[src/rtl/apb_s5_completer.sv]
// APB completer with a NUM_REGS x 32-bit register file; register 0 is a read-only ID.
// Optional wait-state insertion is enabled by defining S5_COMPLETER_WAIT_EN.
module apb_s5_completer #(
    parameter int          NUM_REGS    = 16,
    parameter logic [31:0] ID_VALUE    = 32'h0005_0001,
    parameter int          WAIT_CYCLES = 2
) (
    input  logic        ACLK,
    input  logic        ARESETn,
    input  logic        S5_PSEL,
    input  logic        S5_PENABLE,
    input  logic        S5_PWRITE,
    input  logic [31:0] S5_PADDR,
    input  logic [31:0] S5_PDATA,
    input  logic [3:0]  S5_PSTRB,
    output logic [31:0] S5_PRDATA,
    output logic        S5_PREADY,
    output logic        S5_PSLVERR
);

    localparam int IW = $clog2(NUM_REGS);

    localparam logic [1:0] IDLE   = 2'd0;
    localparam logic [1:0] SETUP  = 2'd1;
    localparam logic [1:0] ACCESS = 2'd2;

    // Handshake: a transfer starts with a SETUP cycle (PSEL=1, PENABLE=0) seen in IDLE,
    // then holds PSEL=1, PENABLE=1 until the single cycle where PREADY=1; dropping PSEL
    // before that aborts it. PSLVERR and PRDATA are meaningful only while PREADY=1.
    logic [1:0]  state_q;
    logic [1:0]  state;
    logic        wr_q;
    logic [31:0] addr_q;
    logic [31:0] data_q;
    logic [3:0]  strb_q;
    logic        pready_q;
    logic        pslverr_q;
    logic [31:0] prdata_q;
    logic [31:0] regs [NUM_REGS];

    logic [31:0]   dec_addr;
    logic          dec_wr;
    logic [IW-1:0] dec_idx;
    logic          dec_err;
    logic [31:0]   rd_val;
    logic          completing;
    logic          commit;
    logic [IW-1:0] wr_idx;
    logic          wait_done;

    // SETUP is recognised combinationally so that PREADY can rise in the very next cycle.
    always_comb begin
        state = state_q;
        if (state_q == IDLE && S5_PSEL && !S5_PENABLE) state = SETUP;
    end

    always_comb begin
        dec_addr = (state == SETUP) ? S5_PADDR  : addr_q;
        dec_wr   = (state == SETUP) ? S5_PWRITE : wr_q;
        dec_idx  = dec_addr[IW+1:2];
        dec_err  = (dec_addr[1:0] != 2'b00) || (dec_addr >= 32'(NUM_REGS * 4))
                   || (dec_wr && dec_idx == '0);
        rd_val   = '0;
        if (!dec_err && !dec_wr) rd_val = (dec_idx == '0) ? ID_VALUE : regs[dec_idx];
    end

`ifdef S5_COMPLETER_WAIT_EN
    localparam logic [3:0] WAIT_LD     = 4'(WAIT_CYCLES);
    localparam bit         SETUP_READY = (WAIT_LD == 4'd0);
    logic [3:0] wait_q;

    always_ff @(posedge ACLK or negedge ARESETn) begin
        if (!ARESETn) begin
            wait_q <= 4'd0;
        end else if (state == SETUP) begin
            wait_q <= WAIT_LD;
        end else if (state == ACCESS && S5_PSEL && !pready_q && wait_q != 4'd0) begin
            wait_q <= wait_q - 4'd1;
        end
    end

    assign wait_done = (wait_q == 4'd1);
`else
    // WAIT_CYCLES has no effect in this build: every transfer completes in its first access cycle.
    localparam bit SETUP_READY = 1'b1 | WAIT_CYCLES[0];
    assign wait_done = 1'b0;
`endif

    always_ff @(posedge ACLK or negedge ARESETn) begin
        if (!ARESETn) begin
            state_q   <= IDLE;
            wr_q      <= 1'b0;
            addr_q    <= '0;
            data_q    <= '0;
            strb_q    <= '0;
            pready_q  <= 1'b0;
            pslverr_q <= 1'b0;
            prdata_q  <= '0;
        end else begin
            pready_q  <= 1'b0;
            pslverr_q <= 1'b0;
            prdata_q  <= '0;
            case (state)
                SETUP: begin
                    state_q <= ACCESS;
                    wr_q    <= S5_PWRITE;
                    addr_q  <= S5_PADDR;
                    data_q  <= S5_PDATA;
                    strb_q  <= S5_PSTRB;
                    if (SETUP_READY) begin
                        pready_q  <= 1'b1;
                        pslverr_q <= dec_err;
                        prdata_q  <= rd_val;
                    end
                end
                ACCESS: begin
                    if (!S5_PSEL || pready_q) begin
                        state_q <= IDLE;
                    end else if (wait_done) begin
                        pready_q  <= 1'b1;
                        pslverr_q <= dec_err;
                        prdata_q  <= rd_val;
                    end
                end
                default: ;
            endcase
        end
    end

    // A write lands on the edge that closes its completion cycle, never on an abort.
    assign completing = (state_q == ACCESS) && pready_q && S5_PSEL;
    assign commit     = completing && wr_q && !pslverr_q;
    assign wr_idx     = addr_q[IW+1:2];

    always_ff @(posedge ACLK or negedge ARESETn) begin
        if (!ARESETn) begin
            for (int i = 0; i < NUM_REGS; i++) regs[i] <= '0;
        end else if (commit) begin
            for (int b = 0; b < 4; b++) begin
                if (strb_q[b]) regs[wr_idx][8*b +: 8] <= data_q[8*b +: 8];
            end
        end
    end

    assign S5_PREADY  = pready_q & S5_PSEL;
    assign S5_PSLVERR = pslverr_q & S5_PSEL;
    assign S5_PRDATA  = S5_PSEL ? prdata_q : 32'h0;

endmodule

[config.mk]
export PLATFORM = sky130hd
export DESIGN_NAME = apb_s5_completer
export DESIGN_NICKNAME = d
export VERILOG_FILES = /design/src/rtl/apb_s5_completer.sv
export SDC_FILE = /design/constraint.sdc
export NUM_CORES = 1
export LEC_CHECK = 0
export BUFFER_PORTS_ARGS = -buffer_cell sky130_fd_sc_hd__buf_2
export CORE_UTILIZATION = 50
export DETAILED_ROUTE_END_ITERATION = 8
export PLACE_DENSITY = 0.67
export SYNTH_ARGS = -nofsm -noshare
export SYNTH_HDL_FRONTEND = slang
export SYNTH_SLANG_ARGS = --single-unit
[constraint.sdc]
create_clock -name ACLK -period 4.4 [get_ports ACLK]
set_input_delay 0 -clock ACLK [delete_from_list [all_inputs] [get_ports ACLK]]
set_output_delay 0 -clock ACLK [all_outputs]
set_load 0.005 [all_outputs]
==> impl_metrics.py, run 1 <==
metrics = {
    "placement": {
        "gp_congestion": 0.8564,
        "portBuffers": 106,
        "hpwlAfterDp_mm": 54.73,
    },
    "cells_and_area": {
        "final_util_pct": 57.45,
        "areaGrowthSynthToFinish_pct": 12.67,
        "final_cell_mix": "dfrtp_1 (583), mux2_2 (517), nand2_1 (352), a21oi_1 (173), nand2b_1 (171)",
        "final-seq-area_um2": 14640,
        "num-fill-cells": 4795,
        "final_layout_size_suffix_gt1_share_pct": 31.14,
        "multiInputGateArea_um2": 14050,
        "antenna_cells": 0,
        "final_common_cell": "dfrtp_1",
        "final_net_count": 2729,
    },
    "logic_synthesis": {
        "synth_cells": 2598,
        "synth_nets": 2671,
        "synth-async-reset-ratio_pct": 100.0,
        "synth_area_leaders": "dfrtp_1 (49%), mux2_2 (20%), nand2_1 (4.5%)",
        "ys_ff_latch": 585,
        "yosysSeqAreaShare_pct": 49.39,
        "synthDistinctLibCells": 51,
        "netlist.area_leader.share_pct": 49.39,
        "ys_warn_count": 0,
        "syn_area_per_cell_um2": 11.41,
        "synth_ff_type": "dfrtp_1",
        "synth_top_area_cell": "dfrtp_1",
        "synth_edf_count": 0,
        "synth_area_um2": 29640,
    },
    "drt": {
        "met1_length_mm": 36.89,
        "drc": 0,
        "drtIter0Drc": 2013,
        "ant_nets": 0,
        "wl_met2_mm": 41.44,
        "top_layer_used": "met4",
        "dr_wl_met3_mm": 5.761,
        "drt_first_pass_iters": 5,
        "totalWireLength_mm": 87.70,
        "drt-wirelength-per-cell_um": 25.26,
        "vias": 22009,
        "viasPerCell": 6.339,
    },
    "clock_tree": {
        "cts_root_buf": "clkbuf_16",
        "ctsHoldBuffers": 45,
        "path_clk_slew_ns": 0.06,
        "clkLatencyLatePin_ns": 0.65,
        "h-tree-depth": 2,
        "numCtsBuffers": 61,
        "cts.path.max_buffers": 3,
        "post_cts_buffers": 0,
        "cts_tree": "done",
        "ctsResizeCount": 0,
        "clock-sinks": 585,
    },
    "setup_path": {
        "crit_family": "simple AND/OR/NAND/NOR gates",
        "cp_data_required_time_ns": 4.98,
        "cpPeakStageDelay_ns": 0.90,
        "crit_chain": "or3b_4 > or4_1 > a31oi_4 > buf_4 > o311a_1",
        "cp_max_fo": 21,
        "worst-setup-path-type": "reg -> reg",
        "endpoint_kind": "flip-flop",
        "arrival_ns": 3.94,
        "critPathBufInv": 1,
        "slowest_stage": "a31oi_4",
        "cp-start-kind": "flip-flop",
    },
    "sta": {
        "finalHoldViolCount": 0,
        "drv_slew": 0,
        "post-route-min-period_ns": 3.357,
        "hold_slack_ns": 0.07001,
        "setup-violations-final": 0,
        "timing.fmax_mhz": 297.9,
        "slew_headroom_pct": 30.89,
        "skew_ns": 0.02293,
        "fin_crit_sh_pct": 76.30,
        "fin_tns_setup_ns": 0,
        "worstMarginPinSlew_ns": 1.029,
        "rsz0062_at_grt": "false",
    },
    "grt": {
        "grt_pass1_wl_mm": 136.1,
        "gr-total-overflow": 0,
        "track_usage_pct": 29.60,
        "antenna_found_initial": 1,
        "grt_pass1_vias": 22643,
        "grt_max_degree": 119,
    },
    "power_and_ir_drop": {
        "vdd_ir_drop_max_v": 0.0002952,
        "leakagePower_nw": 15.41,
        "powerDensity_nw_per_um2": 378.7,
    },
    "die": {
        "die-area_um2": 60260,
        "row_count": 88,
        "pin_count": 107,
        "start_util_pct": 50.99,
        "die_h_um": 245.5,
        "die_x_um": 245.5,
        "core_um2": 58140,
    },
    "min_path": {
        "hp-class": "in -> reg",
    },
    "run": {
        "cap_violations": 0,
    },
    "run_status": {
        "status": "complete, no violations",
    },
}
## report_power, final
group | leakage [nW] | switching, mW | internal (mW)
Combinational | 6.27 | 0.979 | 0.451
Sequential | 8.10 | 0.376 | 5.48
Clock | 1.04 | 2.22 | 3.14
## sequential cells by signal, summed over array words and instances, names as in the netlist
register / count
addr_q: 4
pslverr_q: 1
prdata_q: 32
pready_q: 1
strb_q: 4
state_q: 1
data_q: 32
wr_q: 1
regs: 509
## layout make-up
class	instances	share of cell area [%]
clock buffer	93	5.597
clock inverter	21	0.6406
inverter	54	0.6257
multi-input combinational	1758	42.08
sequential	585	43.85
tap	765	2.866
timing repair buffer	196	4.338
## Yosys cell counts (4+ instances only)
| master | number |
|---|---|
| dfrtp_1 | 585 |
| mux2_2 | 517 |
| nand2_1 | 352 |
| a21oi_1 | 173 |
| nand2b_1 | 171 |
| clkbuf_1 | 165 |
| a211oi_1 | 117 |
| o211ai_1 | 59 |
| mux4_2 | 54 |
| inv_1 | 50 |
| and2_1 | 38 |
| mux2i_1 | 38 |
| nand4_1 | 35 |
| o21ai_0 | 35 |
| a221oi_1 | 28 |
| o311a_1 | 26 |
| a22o_1 | 25 |
| buf_2 | 20 |
| nor2_1 | 18 |
| buf_1 | 12 |
| nor4_1 | 10 |
| nor3_1 | 9 |
| a2111oi_0 | 8 |
| o211a_1 | 6 |
| and4_1 | 4 |
## worst register-to-register path: stages, from the launching register on
cell and delay (ns):
dfrtp_1 0.47, or3b_4 0.61, or4_1 0.77, a31oi_4 0.90, buf_4 0.36, o311a_1 0.19
## stage by stage
stage	cells	instance area [um^2]	setup WS, ns	power, mW
floorplan	2598	29640	2.006	6.613
CTS	3472	33400	1.117	12.70
detailed placement	3313	30850	1.087	7.327
finish	3472	33400	1.043	12.65
global route	3472	33400	0.8738	13.05
global placement	3313	30850	1.186	7.288
## worst paths after layout
path,startpoint,endpoint,slack [ns],depth (start not counted)
worst min-delay path,S5_PDATA[14],data_q[14],0.07,4
worst min register to register,strb_q[1],strb_q[1],0.48,2
worst max register to register,state_q[1],prdata_q[30],1.04,5
max in group asynchronous,ARESETn,addr_q[2],3.72,3
worst max-delay path,state_q[1],prdata_q[30],1.04,5
min in group asynchronous,ARESETn,regs[139],0.08,3
## cells by family (layout without fill, tap and decap cells)
logic type	after synthesis	in the layout	share of synthesized area, %
compound gates	496	496	11.41
flops	585	585	49.39
buf+inv	255	364	3.390
simple gates	653	653	10.78
mux	609	609	25.03
## per-layer routing
layer	global-route usage [%]	up-vias
li1	-	9552
met1	40.11	11447
met2	47.11	814
met3	4.431	196
met4	13.37	0
met5	0	-
Power figures use the tool's default switching activity.
==> run 2: changes to the inputs <==
==> constraint.sdc (replaced) <==
create_clock -name ACLK -period 3.4 [get_ports ACLK]
set_input_delay 0 -clock ACLK [delete_from_list [all_inputs] [get_ports ACLK]]
set_output_delay 0 -clock ACLK [all_outputs]
set_load 0.005 [all_outputs]
==> run 2 against run 1 <==
  * Sequential power rose by 29%
  * Combinational power up 34%
  * Setup slack got worse by 0.58 ns
  * Via count is 1.2% higher
  * Critical path type unchanged
  * Routed wire length grew 1.2%
  * Clock skew grew 0.012 ns
  * Die area unchanged
  * Core utilization up 0.41 points
  * Maximum frequency rose by 14%
  * Critical endpoint is now prdata_q[5]
  * First-iteration DRC count fell by 3.3%
  * Final area rose by 0.71%
==> impl_metrics.py, run 2 (synthesis results as in run 1) <==
metrics = {
    "power_and_ir_drop": {
        "powerDensity_nw_per_um2": 483.1,
        "switchingPower_mw": 4.538,
        "p_clk_share_pct": 41.8,
        "power.internal_mw": 11.71,
        "pwr-share-seq_pct": 46.4,
        "vdd_ir_drop_max_v": 0.0004362,
        "leakagePower_nw": 15.54,
        "comb_power_share_pct": 11.8,
        "finalPower_mw": 16.25,
        "p_sw_share_pct": 27.93,
    },
    "setup_path": {
        "slowest_stage": "mux2i_2",
        "crit_family": "multiplexers",
        "cp_max_fo": 13,
        "worst-setup-path-type": "reg -> reg",
        "crit_chain": "or3b_4 > mux2i_2 > buf_4 > a221oi_1 > nand4_1 > o311a_1",
        "cp_data_required_time_ns": 3.98,
        "endpoint_kind": "flip-flop",
        "path_depth": 6,
        "cpPeakStageDelay_ns": 0.83,
        "arrival_ns": 3.52,
        "critPathBufInv": 1,
        "rr_worst_depth": 6,
        "cp-start-kind": "flip-flop",
    },
    "cells_and_area": {
        "final_net_count": 2764,
        "largest_reg_flops": 509,
        "final-seq-area_um2": 14640,
        "num-fill-cells": 4802,
        "top_register": "regs",
        "areaGrowthSynthToFinish_pct": 13.47,
        "final_common_cell": "dfrtp_1",
        "multiInputGateArea_um2": 14050,
        "reg_top3": "regs x509, data_q x32, prdata_q x32",
        "final_layout_size_suffix_gt1_share_pct": 31.68,
        "final_cell_mix": "dfrtp_1 (583), mux2_2 (517), nand2_1 (352), a21oi_1 (173), nand2b_1 (171)",
    },
    "clock_tree": {
        "ctsHoldBuffers": 44,
        "cts.path.max_buffers": 3,
        "numCtsBuffers": 61,
        "path_clk_slew_ns": 0.07,
        "clock-sinks": 585,
        "ctsResizeCount": 0,
        "cts_tree": "done",
        "post_cts_buffers": 0,
        "cts_root_buf": "clkbuf_16",
        "clkLatencyLatePin_ns": 0.65,
        "h-tree-depth": 2,
    },
    "drt": {
        "drt-wirelength-per-cell_um": 25.32,
        "viasPerCell": 6.356,
        "drt_first_pass_iters": 6,
        "ant_nets": 0,
        "totalWireLength_mm": 88.77,
        "vias": 22284,
        "drtIter0Drc": 1946,
        "drc": 0,
    },
    "die": {
        "pin_count": 107,
        "core_um2": 58140,
        "die_h_um": 245.5,
        "die-area_um2": 60260,
        "start_util_pct": 50.99,
        "row_count": 88,
        "die_x_um": 245.5,
    },
    "sta": {
        "drv_slew": 0,
        "slew_headroom_pct": 24.49,
        "setup-violations-final": 0,
        "skew_ns": 0.03444,
        "worstMarginPinSlew_ns": 1.131,
        "rsz0062_at_grt": "false",
        "fin_tns_setup_ns": 0,
        "finalHoldViolCount": 0,
        "fin_crit_sh_pct": 86.50,
        "timing.fmax_mhz": 340.0,
        "post-route-min-period_ns": 2.941,
    },
    "placement": {
        "hpwlAfterDp_mm": 55.73,
        "gp_congestion": 0.8845,
        "portBuffers": 106,
    },
    "run_status": {
        "status": "complete, no violations",
    },
    "grt": {
        "grt_pass1_wl_mm": 137.2,
        "grt_max_degree": 104,
        "antenna_found_initial": 2,
        "grt_pass1_vias": 22633,
        "gr-total-overflow": 0,
        "track_usage_pct": 29.96,
    },
    "min_path": {
        "hp-class": "in -> async",
    },
    "run": {
        "cap_violations": 0,
    },
}
run 2: final cells by class:
class	instances	share of cell area, %
Timing Repair Buffer	231	5.178
Tap cell	765	2.846
Sequential cell	585	43.54
Inverter	54	0.6213
Clock inverter	18	0.6585
Clock buffer	94	5.361
Antenna cell	1	0.007440
Multi-Input combinational cell	1758	41.79
run 2: metal layers:
| layer | vias to the layer above | track usage, % | part of all wire [%] |
|---|---|---|---|
| met5 | - | 0 | 0.016 |
| met4 | 2 | 12.44 | 3.9 |
| met3 | 220 | 4.715 | 6.6 |
| met2 | 871 | 47.71 | 47 |
| li1 | 9622 | - | - |
| met1 | 11569 | 40.84 | 42 |
run 2: final timing paths:
| kind | start | endpoint | slack (ns) |
|---|---|---|---|
| min in group ACLK | S5_PDATA[2] | data_q[2] | 0.09 |
| min | ARESETn | regs[77] | 0.03 |
| max | state_q[1] | prdata_q[5] | 0.46 |
| min reg2reg | strb_q[2] | strb_q[2] | 0.47 |
| max reg2reg | state_q[1] | prdata_q[5] | 0.46 |
| max in group asynchronous | ARESETn | regs[383] | 2.24 |
run 2: per-stage QoR:
| stage | hold WS [ns] | instances | instance area [um^2] | setup slack, ns | util, % |
|---|---|---|---|---|---|
| floorplan | -0.2956 | 2598 | 29640 | 1.006 | - |
| finish | 0.03130 | 3506 | 33630 | 0.4589 | 57.85 |
| global placement | 0.1235 | 3349 | 31170 | 0.5369 | 53.61 |
| global route | 0.09509 | 3505 | 33630 | 0.3758 | 57.85 |
| CTS | 0.05661 | 3505 | 33630 | 0.5133 | 57.85 |
| detailed placement | 0.1371 | 3349 | 31170 | 0.5494 | 53.61 |
run 2: power by group through the flow:
stage               combinational (mW)  sequential [mW]  clock (mW)
detailed placement                1.85             7.66           0
finish                            1.91             7.54        6.79
floorplan                         1.22             7.34           0
global route                      2.03             7.58        7.16
global placement                  1.82             7.65           0
CTS                               1.89             7.53        6.89
==> run 3: changes to the inputs <==
==> config.mk (replaced) <==
export PLATFORM = sky130hd
export DESIGN_NAME = apb_s5_completer
export DESIGN_NICKNAME = d
export VERILOG_FILES = /design/src/rtl/apb_s5_completer.sv
export SDC_FILE = /design/constraint.sdc
export NUM_CORES = 1
export LEC_CHECK = 0
export CORE_UTILIZATION = 39
export DETAILED_ROUTE_END_ITERATION = 8
export DONT_BUFFER_PORTS = 1
export SYNTH_ARGS = -nofsm -noshare
export SYNTH_HDL_FRONTEND = slang
export SYNTH_SLANG_ARGS = --single-unit
==> constraint.sdc (replaced) <==
create_clock -name ACLK -period 3.4 [get_ports ACLK]
set_input_delay 0.17 -clock ACLK [delete_from_list [all_inputs] [get_ports ACLK]]
set_output_delay 0.17 -clock ACLK [all_outputs]
set_load 0.005 [all_outputs]
==> run 3 against run 2 <==
  * The flow now finishes with violations (negative hold slack, max-slew violations)
  * Critical endpoint is now prdata_q[18]
  * Hold slack worse by 0.76 ns
  * Sequential power about the same
  * Largest power group unchanged
  * Critical path type unchanged
  * Core utilization down 14 points
  * Non-clock buffer count down 128
==> impl_metrics.py, run 3 (synthesis results as in run 1) <==
metrics = {
    "run_status": {
        "status": "complete, but fails checks",
        "violations": "negative hold slack, max-slew violations",
    },
    "sta": {
        "fin_tns_setup_ns": 0,
        "fin_crit_sh_pct": 86.50,
        "drv_slew": 213,
        "post-route-min-period_ns": 2.941,
        "worstMarginPinSlew_ns": 2.083,
        "timing.fmax_mhz": 340.0,
        "finalHoldViolCount": 585,
        "rsz0062_at_grt": "false",
        "slew_headroom_pct": -38.87,
        "skew_ns": 0.02313,
        "hold_slack_ns": -0.7255,
        "setup-violations-final": 0,
    },
    "placement": {
        "portBuffers": 0,
        "hpwlAfterDp_mm": 54.03,
        "gp_congestion": 0.8273,
    },
    "drt": {
        "viasPerCell": 5.944,
        "drc": 0,
        "drt-wirelength-per-cell_um": 24.79,
        "vias": 21281,
        "drtIter0Drc": 1768,
        "drt_first_pass_iters": 6,
        "totalWireLength_mm": 88.76,
        "ant_nets": 0,
    },
    "die": {
        "die_x_um": 277.7,
        "core_um2": 74820,
        "die_h_um": 277.7,
        "die-area_um2": 77110,
        "start_util_pct": 39.62,
        "row_count": 100,
        "pin_count": 107,
    },
    "setup_path": {
        "r2r_start": "state_q[1]",
        "cp_max_fo": 50,
        "crit_family": "simple AND/OR/NAND/NOR gates",
        "rr_worst_depth": 7,
        "cp-start-kind": "flip-flop",
        "endpoint_kind": "flip-flop",
        "crit_chain": "or3b_4 > a21oi_2 > clkinv_2 > buf_4 > a2111oi_0 > or4_1 > a221oi_1",
        "arrival_ns": 3.48,
        "reg2reg_slack_ns": 0.46,
        "cp_data_required_time_ns": 3.94,
        "critPathBufInv": 2,
        "slowest_stage": "buf_4",
        "reg2reg_to": "prdata_q[18]",
        "cpPeakStageDelay_ns": 0.60,
        "worst-setup-path-type": "reg -> reg",
    },
    "clock_tree": {
        "clock-sinks": 585,
        "ctsResizeCount": 0,
        "post_cts_buffers": 0,
        "h-tree-depth": 2,
        "path_clk_slew_ns": 0.06,
        "cts.path.max_buffers": 3,
        "numCtsBuffers": 59,
        "cts_root_buf": "clkbuf_16",
        "cts_tree": "done",
        "ctsHoldBuffers": 43,
        "clkLatencyLatePin_ns": 0.64,
    },
    "cells_and_area": {
        "final_layout_size_suffix_gt1_share_pct": 28.42,
        "top_register": "regs",
        "areaGrowthSynthToFinish_pct": 11.31,
        "antenna_cells": 0,
        "reg_top3": "regs x509, data_q x32, prdata_q x32",
        "final_net_count": 2634,
        "final_cell_mix": "dfrtp_1 (583), mux2_2 (517), nand2_1 (352), a21oi_1 (173), nand2b_1 (171)",
        "final_common_cell": "dfrtp_1",
        "largest_reg_flops": 509,
    },
    "grt": {
        "gr-total-overflow": 0,
        "grt_max_degree": 586,
        "antenna_found_initial": 1,
        "track_usage_pct": 22.84,
        "grt_pass1_vias": 21720,
        "grt_pass1_wl_mm": 135.3,
    },
    "run": {
        "cap_violations": 0,
    },
    "power_and_ir_drop": {
        "powerDensity_nw_per_um2": 474.9,
        "vdd_ir_drop_max_v": 0.0003848,
        "leakagePower_nw": 14.88,
    },
    "min_path": {
        "hp-class": "in -> async",
    },
}
run 3: cell types whose count changed in the layout (fill, tap and decap cells not counted), sizes merged:
cell / before / now
bufinv: 5 / 2
clkbuf: 94 / 91
inv: 54 / 56
buf: 187 / 60
dlygate4sd3: 44 / 43
diode: 1 / 0
clkinv: 12 / 15
run 3: stage by stage:
stage | cells | power, mW | util, % | worst slack, ns | instance area, um^2
2_1_floorplan | 2598 | 8.558 | - | 1.006 | 29640
3_3_place_gp | 3426 | 9.237 | 40.97 | 0.4099 | 30660
3_5_place_dp | 3426 | 9.263 | 40.97 | 0.5067 | 30660
4_1_cts | 3580 | 15.77 | 44.10 | 0.4878 | 32990
5_1_grt | 3580 | 16.20 | 44.10 | 0.3350 | 32990
6_report | 3580 | 15.67 | 44.10 | 0.4590 | 32990
run 3: final cells by class:
type | count | area, um^2
fillers | 6810 | 41830
multi-input cells | 1758 | 14050
clock buffers | 91 | 1737
repair buffers | 103 | 968.4
well taps | 969 | 1212
flip-flops and latches | 585 | 14640
inverters | 54 | 209.0
clock inverters | 20 | 167.7
run 3: where the power goes:
group / internal (mW) / leakage [nW] / switching [mW] / total, mW
registers: 7.09 / 8.10 / 0.446 / 7.54
clock network: 3.66 / 0.946 / 2.81 / 6.47
logic: 0.561 / 5.84 / 1.10 / 1.66
run 3: per-layer routing:
metal | share of wire (%) | track usage [%] | vias up
met5 | 0.015 | 0 | -
met4 | 3.7 | 8.769 | 2
met3 | 4.8 | 3.041 | 178
met2 | 48 | 37.91 | 618
met1 | 43 | 30.29 | 11143
li1 | - | - | 9340
run 3: worst max-delay path by stage:
| stage | startpoint | slack (ns) | cells after the start | to |
|---|---|---|---|---|
| floorplan | state_q[1] | 1.01 | 9 | prdata_q[12] |
| global placement | state_q[1] | 0.41 | 7 | prdata_q[18] |
| detailed placement | state_q[1] | 0.51 | 7 | prdata_q[18] |
| CTS | state_q[1] | 0.49 | 7 | prdata_q[18] |
| global route | state_q[1] | 0.34 | 7 | prdata_q[18] |
| finish | state_q[1] | 0.46 | 7 | prdata_q[18] |
